`src/rtl/operand_sequencer_pkg.sv`:
```
// operand_sequencer_pkg: state codes, operand width and op encodings shared by the sequencer and its ALU
package operand_sequencer_pkg;
  localparam int W = 7;
  localparam logic [2:0] LD_A_LO = 3'd0;
  localparam logic [2:0] LD_A_HI = 3'd1;
  localparam logic [2:0] LD_B_LO = 3'd2;
  localparam logic [2:0] LD_B_HI = 3'd3;
  localparam logic [2:0] LD_OP   = 3'd4;
  localparam logic [2:0] COMPUTE = 3'd5;
  localparam logic [2:0] SHOW    = 3'd6;
  localparam logic OP_ADD = 1'b0;
  localparam logic OP_SUB = 1'b1;
endpackage

```
`src/rtl/operand_sequencer_if.sv`:
```
// operand_sequencer_if: rotary/switch inputs and led display bundle
interface operand_sequencer_if;
  logic       rotation_event;
  logic       rotation_direction;
  logic [3:0] Y;
  logic [7:0] led;
  modport master (output rotation_event, rotation_direction, Y, input led);
  modport slave  (input rotation_event, rotation_direction, Y, output led);
endinterface

```
`src/rtl/operand_sequencer_add_sub7.sv`:
```
// add_sub7: 7-bit add/subtract; bit 7 is carry on add, borrow (A < B) on subtract
module add_sub7
  import operand_sequencer_pkg::*;
(
  input  logic [W-1:0] A,
  input  logic [W-1:0] B,
  input  logic         op,
  output logic [7:0]   result
);
  logic [W:0] sum;
  always_comb begin
    sum = (op == OP_SUB) ? {1'b0, A} + {1'b0, ~B} + 8'd1 : {1'b0, A} + {1'b0, B};
    result = {(op == OP_SUB) ? (A < B) : sum[W], sum[W-1:0]};
  end
endmodule

```
`src/rtl/operand_sequencer.sv`:
```
// operand_sequencer: loads two 7-bit operands and an op nibble-wise from a rotary encoder, then shows the result
module operand_sequencer
  import operand_sequencer_pkg::*;
(
  input logic clk,
  input logic rst,
  operand_sequencer_if.slave io
);
  logic [2:0]   state;
  logic [W-1:0] a, b;
  logic         op, prev_evt, evt, fwd, bck;
  logic [7:0]   result, alu;
  add_sub7 u_alu (.A(a), .B(b), .op(op), .result(alu));
  always_comb begin
    evt = io.rotation_event & ~prev_evt;
    fwd = evt & io.rotation_direction;
    bck = evt & ~io.rotation_direction;
  end
  always_ff @(posedge clk) begin
    if (rst) begin
      state    <= LD_A_LO;
      a        <= '0;
      b        <= '0;
      op       <= OP_ADD;
      result   <= '0;
      io.led   <= '0;
      prev_evt <= 1'b1;
    end else begin
      prev_evt <= io.rotation_event;
      io.led   <= (state == COMPUTE) ? io.led : (state == SHOW) ? result : {state, 1'b0, io.Y};
      if (state <= LD_OP) begin
        if (fwd) begin
          case (state)
            LD_A_LO: a[3:0] <= io.Y;
            LD_A_HI: a[6:4] <= io.Y[2:0];
            LD_B_LO: b[3:0] <= io.Y;
            LD_B_HI: b[6:4] <= io.Y[2:0];
            default: op     <= io.Y[0];
          endcase
          state <= state + 3'd1;
        end else if (bck) begin
          state <= (state == LD_A_LO) ? LD_A_LO : state - 3'd1;
        end
      end else if (state == COMPUTE) begin
        result <= alu;
        state  <= SHOW;
      end else begin
        state <= fwd ? LD_A_LO : bck ? LD_OP : state;
      end
    end
  end
endmodule

```
`src/flat_wrapper.sv`:
```
// flat-port wrapper written by rule: the top's interface ports become plain ports
module operand_sequencer_flat import operand_sequencer_pkg::*;
  (clk, rst, io_rotation_event, io_rotation_direction, io_Y, io_led);
  operand_sequencer_if io_i ();
  input logic clk;
  input logic rst;
  input wire logic [$bits(io_i.rotation_event)-1:0] io_rotation_event;
  input wire logic [$bits(io_i.rotation_direction)-1:0] io_rotation_direction;
  input wire logic [$bits(io_i.Y)-1:0] io_Y;
  output wire logic [$bits(io_i.led)-1:0] io_led;
  assign io_i.rotation_event = io_rotation_event;
  assign io_i.rotation_direction = io_rotation_direction;
  assign io_i.Y = io_Y;
  assign io_led = io_i.led;
  operand_sequencer u_core (.clk(clk), .rst(rst), .io(io_i));
endmodule
```
`config.mk`:
```
export PLATFORM = sky130hd
export DESIGN_NAME = operand_sequencer_flat
export DESIGN_NICKNAME = d
export VERILOG_FILES = /design/src/rtl/operand_sequencer_pkg.sv /design/src/rtl/operand_sequencer_if.sv /design/src/rtl/operand_sequencer_add_sub7.sv /design/src/rtl/operand_sequencer.sv /design/src/flat_wrapper.sv
export SDC_FILE = /design/constraint.sdc
export NUM_CORES = 1
export LEC_CHECK = 0
export BUFFER_PORTS_ARGS = -buffer_cell sky130_fd_sc_hd__buf_2
export CAP_MARGIN = 10
export CORE_ASPECT_RATIO = 0.5
export CORE_UTILIZATION = 45
export DETAILED_ROUTE_END_ITERATION = 8
export HOLD_SLACK_MARGIN = 0.02
export PLACE_DENSITY_LB_ADDON = 0.05
export SLEW_MARGIN = 20
export SYNTH_ARGS = -nofsm -noshare
export SYNTH_HDL_FRONTEND = slang
export SYNTH_SLANG_ARGS = --single-unit
```
`constraint.sdc`:
```
create_clock -name clk -period 1.87 [get_ports clk]
set_input_delay 0.4675 -clock clk [delete_from_list [all_inputs] [get_ports clk]]
set_output_delay 0.4675 -clock clk [all_outputs]
set_load 0.02 [all_outputs]
```
Word-level counts from Yosys, hierarchy flattened
Cells that the tools add are included.
{"block": "word_totals", "register_bits": 35, "in_bits": 8, "elab_cells": 50}
{"block": "classes", "add_sub_neg": 5, "n_lt_le_gt_ge": 2, "eq_ne": 6, "muxes": 10, "bitwise_logic": 8, "n_reduce_logical": 10}
{"operator": "two-way mux 3 bit", "n": 7}
{"operator": "adder 7 x 7 -> 8 bit", "n": 2}
{"operator": "two-way mux 8 bit", "n": 2}
{"operator": "AND reduction 3 bit", "n": 5}
{"operator": "adder 8 x 1 -> 8 bit (second input constant)", "n": 1}
{"operator": "< comparator 7 bit", "n": 1}
{"operator": "inverter 7 bit", "n": 1}
{"operator": "== test 3 x 2 -> 1 bit (second input constant)", "n": 2}
{"operator": "== test 3 bit (second input constant)", "n": 2}
{"operator": "inverter 1 bit", "n": 4}
{"operator": "AND reduction 2 bit", "n": 2}
{"operator": "OR reduction 4 bit", "n": 1}
{"operator": "adder 3 x 1 -> 3 bit (second input constant)", "n": 1}
{"operator": "AND 1 bit", "n": 3}
{"operator": "== test 3 x 1 -> 1 bit (second input constant)", "n": 1}
{"operator": "less-or-equal comparator 3 bit (second input constant)", "n": 1}
{"operator": "logical NOT 3 bit", "n": 1}
{"operator": "inequality test 3 x 1 -> 1 bit (second input constant)", "n": 1}
{"operator": "nonzero test 3 bit", "n": 1}
{"operator": "subtractor 3 x 1 -> 3 bit (second input constant)", "n": 1}
{"operator": "two-way mux 1 bit", "n": 1}

Depth between registers and ports, before layout
{"block": "depth", "ltp_word": 7, "ltp_mapped": 9, "mapped_depth_nobuf": 9}

By module
Synthesis repeated with hierarchy kept, for this count alone.
{"block": "hier_totals", "cells_unflattened": 274, "area_unflattened_um2": 2224.6}
{"mod": "operand_sequencer", "n_inst": 1, "cells_each": 192, "area_each_um2": 1599.0, "seq_area_each_um2": 700.7}
{"mod": "add_sub7", "n_inst": 1, "cells_each": 82, "area_each_um2": 625.6, "seq_area_each_um2": 0.0}

Worst setup path after synthesis
OpenSTA, ideal clock, no wires.
{"block": "synth_timing", "path_type": "register -> register", "start": "register u_core.state[0]", "end": "register u_core.result[6]", "setup_ns": 0.079, "arrival_time_ns": 1.807, "required_ns": 1.791, "setup_slack_ns": -0.016, "stages_incl_launch_ff": 10, "path_buffers": 0, "path_cell_list": "dfxtp_1 -> inv_1 -> ha_1 -> inv_1 -> ha_1 -> nand3_1 -> or3_1 -> nor3_1 -> mux2i_1 -> o211ai_1"}
{"block": "synth_between", "elab_chain_len": 3, "word_cells_on_any_way": 4, "cone_classes": "order compare: 1; eq/ne: 1; bitwise: 1; reduce/logical: 1"}
{"element": "from (decl)", "line": "operand_sequencer.sv:9", "text": "logic [2:0] state;"}
{"element": "from (signal assigned)", "line": "operand_sequencer.sv:40", "text": "state <= state + 3'd1;"}
{"element": "from (signal assigned)", "line": "operand_sequencer.sv:42", "text": "state <= (state == LD_A_LO) ? LD_A_LO : state - 3'd1;"}
{"element": "from (signal assigned)", "line": "operand_sequencer.sv:48", "text": "state <= fwd ? LD_A_LO : bck ? LD_OP : state;"}
{"element": "less-or-equal comparator 3 bit", "line": "operand_sequencer.sv:31", "text": "if (state <= LD_OP) begin"}
{"element": "inverter 1 bit (no line)"}
{"element": "AND reduction 2 bit (no line) *"}
{"element": "to (signal assigned)", "line": "operand_sequencer.sv:45", "text": "result <= alu;"}
{"element": "to (decl)", "line": "operand_sequencer.sv:12", "text": "logic [7:0] result, alu;"}
Mark *: on every way between the ends. The rest lies on a longest branch, timed or not.
A chain may end at the register's enable or synchronous reset.

Worst setup path in the final report
{"block": "layout_timing", "start": "register u_core.b[0]", "end": "register u_core.result[6]"}
{"block": "layout_between", "elab_chain_len": 4, "word_cells_on_any_way": 5, "cone_classes": "add/sub: 3; mux: 1; bitwise: 1"}
{"element": "from (decl)", "line": "operand_sequencer.sv:10", "text": "logic [W-1:0] a, b;"}
{"element": "from (signal assigned)", "line": "operand_sequencer.sv:36", "text": "LD_B_LO: b[3:0] <= io.Y;"}
{"element": "inverter 7 bit", "line": "operand_sequencer_add_sub7.sv:12", "text": "sum = (op == OP_SUB) ? {1'b0, A} + {1'b0, ~B} + 8'd1 : {1'b0, A} + {1'b0, B};"}
{"element": "adder 7 x 7 -> 8 bit", "line": "operand_sequencer_add_sub7.sv:12"}
{"element": "adder 8 x 1 -> 8 bit", "line": "operand_sequencer_add_sub7.sv:12"}
{"element": "two-way mux 8 bit *", "line": "operand_sequencer_add_sub7.sv:12"}
Marked as above.

==> impl_results.html <==
<table>
<tr><th>Metric</th><th>Value</th></tr>
<tr><th colspan="2">Critical path</th></tr>
<tr><td>Crit path max-delay family</td><td>compound AO/OA/AOI/OAI gates</td></tr>
<tr><td>Worst endpoint data arrival time</td><td>2.00 ns</td></tr>
<tr><td>Kind of end point of the critical path</td><td>flip-flop</td></tr>
<tr><td>Crit path max fanout</td><td>3</td></tr>
<tr><td>Critical path required time</td><td>2.05 ns</td></tr>
<tr><td>Worst setup path class</td><td>reg -&gt; reg</td></tr>
<tr><td>Critical path buffers and inverters</td><td>1</td></tr>
<tr><td>Count of cells along the worst register-to-register path</td><td>8</td></tr>
<tr><td>Total stage count of the critical path</td><td>8</td></tr>
<tr><td>End of the worst register-to-register path</td><td>u_core.result[6]</td></tr>
<tr><td>CP dominant cell by count</td><td>a21oi_2</td></tr>
<tr><td>Critical Path Start</td><td>u_core.b[0]</td></tr>
<tr><td>Peak per-stage delay on the critical path</td><td>approximately 0.37 ns</td></tr>
<tr><td>Worst-path cell with the longest stage delay</td><td>dfxtp_4</td></tr>
<tr><td>Critical path startpoint category</td><td>flip-flop</td></tr>
<tr><td>FF-to-FF Start</td><td>u_core.b[0]</td></tr>
<tr><td>Flop2flop setup slack</td><td>0.05 ns</td></tr>
<tr><td>Crit path cell chain</td><td>ha_4 -&gt; inv_2 -&gt; fa_2 -&gt; o21bai_1 -&gt; a21oi_2 -&gt; a21oi_2 -&gt; mux2i_1 -&gt; o211ai_1</td></tr>
<tr><th colspan="2">STA</th></tr>
<tr><td>Number of endpoints failing setup at the final stage</td><td>0</td></tr>
<tr><td>Number of max-slew violations in the final report</td><td>0</td></tr>
<tr><td>Unrepaired setup endpoints after global routing</td><td>yes</td></tr>
<tr><td>Slew at the pin closest to its max-slew limit</td><td>about 0.4 ns</td></tr>
<tr><td>Final hold violations</td><td>0</td></tr>
<tr><td>Worst-case setup margin in the final layout</td><td>0.0517 ns</td></tr>
<tr><td>Final critical path time including I/O delays and setup</td><td>1.82 ns</td></tr>
<tr><td>Slew margin rel.</td><td>0.739</td></tr>
<tr><td>Worst setup skew after layout</td><td>0.00724 ns</td></tr>
<tr><td>Share of the clock period used by the worst path</td><td>0.972</td></tr>
<tr><td>Hold Worst Slack</td><td>0.397 ns</td></tr>
<tr><td>Post-Route Setup TNS</td><td>0 ns</td></tr>
<tr><td>F_max</td><td>between 500 and 600 MHz</td></tr>
<tr><th colspan="2">Yosys</th></tr>
<tr><td>Number of register bits inferred by synthesis</td><td>35</td></tr>
<tr><td>Synth async-reset ratio</td><td>0</td></tr>
<tr><td>Main flop type after synthesis</td><td>dfxtp_1</td></tr>
<tr><td>Post-synthesis cell area</td><td>0.00213 sq mm</td></tr>
<tr><td>Synth Warn #</td><td>0</td></tr>
<tr><td>Dominant combinational cell family by area after synthesis</td><td>simple AND/OR/NAND/NOR gates</td></tr>
<tr><td>Leading post-synthesis cells by cell area</td><td>dfxtp_1 33%, ha_1 13%, a21oi_1 6.1%</td></tr>
<tr><td>Leading cell type by number of instances after synthesis</td><td>dfxtp_1</td></tr>
<tr><td>Mux cell area share after synthesis</td><td>0.0376</td></tr>
<tr><td>Xor-xnor portion of the synthesized cell area</td><td>0.0123</td></tr>
<tr><td>Area share of the leading cell type in the synthesized netlist</td><td>0.329</td></tr>
<tr><td>Synth Instances</td><td>267</td></tr>
<tr><td>Sequential share of the synthesized area</td><td>0.329</td></tr>
<tr><td>Distinct cell type count of the synthesized netlist</td><td>41</td></tr>
<tr><td>Post-synth net total</td><td>between 200 and 300</td></tr>
<tr><td>Most area-hungry cell type in the Yosys netlist</td><td>dfxtp_1</td></tr>
<tr><td>Most frequent cells after synthesis</td><td>35 x dfxtp_1, 33 x nor2_1, 28 x nand2_1, 26 x a21oi_1, 22 x ha_1</td></tr>
<tr><td>Share of synthesized cell area in and, or, nand and nor gates</td><td>0.232</td></tr>
<tr><td>Number of flops mapped to enable cells by yosys</td><td>0</td></tr>
<tr><td>Mean instance size in the synthesized netlist</td><td>7.98 sq um</td></tr>
<tr><td>Compound-Gate Fraction of Synth Area</td><td>0.180</td></tr>
<tr><td>Adder and majority cell fraction of the synthesized area</td><td>0.148</td></tr>
<tr><th colspan="2">Flow run</th></tr>
<tr><td>Max-capacitance violation count</td><td>0</td></tr>
<tr><th colspan="2">Placed design</th></tr>
<tr><td>DP HPWL</td><td>4.17 mm</td></tr>
<tr><td>I/O Buffers</td><td>15</td></tr>
<tr><td>Final weighted congestion in routability-driven placement</td><td>0.850</td></tr>
<tr><td>Worst setup slack before clock tree synthesis</td><td>-0.0259 ns</td></tr>
<tr><th colspan="2">GRT</th></tr>
<tr><td>Wire length of the first global-routing pass</td><td>9.08 mm</td></tr>
<tr><td>Initial antenna violation count</td><td>0</td></tr>
<tr><td>Maximum number of pins on one net before global-route repair</td><td>22</td></tr>
<tr><td>Number of global-route vias before repair</td><td>1845</td></tr>
<tr><td>Total grt overflow</td><td>0</td></tr>
<tr><td>Total global routing track utilization</td><td>0.241</td></tr>
<tr><th colspan="2">Pwr</th></tr>
<tr><td>Leakage power summed over all cells</td><td>~1.1 nW</td></tr>
<tr><td>PnR Total Power</td><td>between 0.0015 and 0.002 W</td></tr>
<tr><td>Worst supply voltage drop on vdd</td><td>~0.00033 V</td></tr>
<tr><td>Ratio of total power to cell area</td><td>612 mW/mm^2</td></tr>
<tr><th colspan="2">Min path</th></tr>
<tr><td>Source of the worst hold timing path</td><td>io_rotation_event</td></tr>
<tr><td>Hold Crit Class</td><td>in -&gt; reg</td></tr>
<tr><td>Worst Hold Depth</td><td>2</td></tr>
<tr><td>Worst Hold End</td><td>u_core.prev_evt</td></tr>
<tr><th colspan="2">Cells and area</th></tr>
<tr><td>Layout Area Growth over Synthesis</td><td>22.2%</td></tr>
<tr><td>Number of antenna diodes</td><td>0</td></tr>
<tr><td>Total number of nets in the final design</td><td>330</td></tr>
<tr><td>Fraction of layout cells with a size suffix above 1</td><td>0.237</td></tr>
<tr><td>Final design utilization</td><td>0.582</td></tr>
<tr><td>Filler cell count</td><td>~420</td></tr>
<tr><th colspan="2">Detailed routing</th></tr>
<tr><td>Overall via count from detail_route</td><td>1971</td></tr>
<tr><td>Detailed-route wire length per cell</td><td>15.7 um</td></tr>
<tr><td>Met3 WL</td><td>roughly 320 um</td></tr>
<tr><td>Total routed wirelength</td><td>5.58 mm</td></tr>
<tr><td>1st-pass router iterations</td><td>4</td></tr>
<tr><td>Drc violations</td><td>0</td></tr>
<tr><td>Highest metal layer used by the detailed router</td><td>met4</td></tr>
<tr><td>Vias per cell</td><td>5.54</td></tr>
<tr><td>Wire length on met2</td><td>approximately 2.4 mm</td></tr>
<tr><td>Sum of routed wire segments on met1</td><td>2.86 mm</td></tr>
<tr><td>Number of DRC markers in iteration 0</td><td>102</td></tr>
<tr><td>Post-route antenna net violation count</td><td>0</td></tr>
<tr><th colspan="2">CTS</th></tr>
<tr><td>Clock insertion delay at the later pin of the skew report</td><td>0.29 ns</td></tr>
<tr><td>Max Buffers Root-to-Sink</td><td>2</td></tr>
<tr><td>Clock Root Buffer</td><td>clkbuf_8</td></tr>
<tr><td>CTS hold repair buffers</td><td>0</td></tr>
<tr><td>Clock transition time at the flip-flop clock pins of the worst setup and hold paths</td><td>~0.08 ns</td></tr>
<tr><td>CTS tree</td><td>yes</td></tr>
<tr><td>Clock buffers created by TritonCTS</td><td>5</td></tr>
<tr><td>H-tree depth</td><td>2</td></tr>
<tr><td>Number of clock sinks</td><td>35</td></tr>
<tr><th colspan="2">Floorplanning</th></tr>
<tr><td>Effective utilization at floorplan</td><td>0.477</td></tr>
<tr><td>Area of the die</td><td>0.00503 sq mm</td></tr>
<tr><td>Row count</td><td>17</td></tr>
<tr><td>Die Span X</td><td>between 90 and 100 um</td></tr>
<tr><td>Placeable Area</td><td>0.00447 sq mm</td></tr>
<tr><td>Die Span Y</td><td>50.6 um</td></tr>
<tr><td>Number of primary I/O pins</td><td>16</td></tr>
<tr><th colspan="2">Run status</th></tr>
<tr><td>Result of the run</td><td>finished clean</td></tr>
</table>
[area by class of cell]
class | instances | area [sq um] | area share
Tap cell | 57 | 71.3 | 0.0274
Timing Repair Buffer | 37 | 240 | 0.0924
Clock buffer | 6 | 82.6 | 0.0317
Inverter | 20 | 75.1 | 0.0289
Multi-Input combinational cell | 199 | 1390 | 0.534
Sequential cell | 35 | 708 | 0.272
Clock inverter | 2 | 35.0 | 0.0135
[power by group]
group	switching [W]	internal (W)	leakage, nW
combinational	0.0000667	0.0000389	0.739
sequential	0.00000526	0.000753	0.286
clock	0.000298	0.000432	0.0612
total	0.000370	0.00122	1.09
[layer usage]
layer	GRT usage	vias to the layer above
li1	-	988
met1	0.344	935
met2	0.374	42
met3	0.0543	6
met4	0.0441	0
met5	0	-
[timing repair]
item	in CTS	in global routing
buffers inserted	0	1
pin swaps	0	10
cloned	0	0
resized for setup	4	24
setup endpoints to repair	4	8
[cell families after synthesis]
kind of cell,after synthesis
AOI/OAI and AO/OA,58
xor gates and xnor gates,3
adders and majority gates,24
buffers and inverters,33
DFF,35
muxes,8
and+or+nand+nor,106
[cells in the final DEF (no fill, tap or decap), drive strengths merged, types with 2 or more instances in the layout]
master | netlist | routed
buf | 6 | 37
dfxtp | 35 | 35
nor2 | 33 | 33
nand2 | 28 | 28
a21oi | 26 | 26
ha | 22 | 22
nand3 | 20 | 20
inv | 20 | 20
mux2i | 8 | 8
a311oi | 6 | 6
clkbuf | 7 | 6
a211oi | 6 | 6
nor3 | 5 | 5
o21ai | 5 | 5
nand2b | 4 | 4
nand3b | 3 | 3
o211ai | 3 | 3
nor2b | 3 | 3
o21bai | 2 | 2
a31oi | 2 | 2
xnor2 | 2 | 2
or3 | 2 | 2
nor3b | 2 | 2
a2111oi | 2 | 2
fa | 2 | 2
and3 | 2 | 2
[worst reg2reg max path, stage by stage (launching register included)]
cell,delay (ns)
dfxtp_4,0.37
ha_4,0.16
inv_2,0.04
fa_2,0.34
o21bai_1,0.21
a21oi_2,0.11
a21oi_2,0.19
mux2i_1,0.20
o211ai_1,0.10
[per-stage QoR]
step / std cells / area, sq um
detailed placement: 347 / 2380
global placement: 347 / 2380
floorplan: 267 / 2130
CTS: 355 / 2510
finish: 356 / 2600
global route: 356 / 2600
[state kept, by name, summed over array words and instances (netlist names)]
name and flops:
u_core.prev_evt 1, u_core.io.led 8, u_core.state 3, u_core.b 7, u_core.a 7, u_core.op 1
u_core.result 8
[how the worst max path moves through the flow]
| stage | to | slack, ns |
|---|---|---|
| 2_1_floorplan | u_core.result[6] | 0.03 |
| 3_3_place_gp | u_core.result[6] | -0.02 |
| 3_5_place_dp | u_core.result[6] | -0.03 |
| 4_1_cts | u_core.result[6] | 0.001 |
| 5_1_grt | u_core.result[6] | -0.07 |
| 6_report | u_core.result[6] | 0.05 |
No activity file was read; power rests on OpenSTA's default activity.
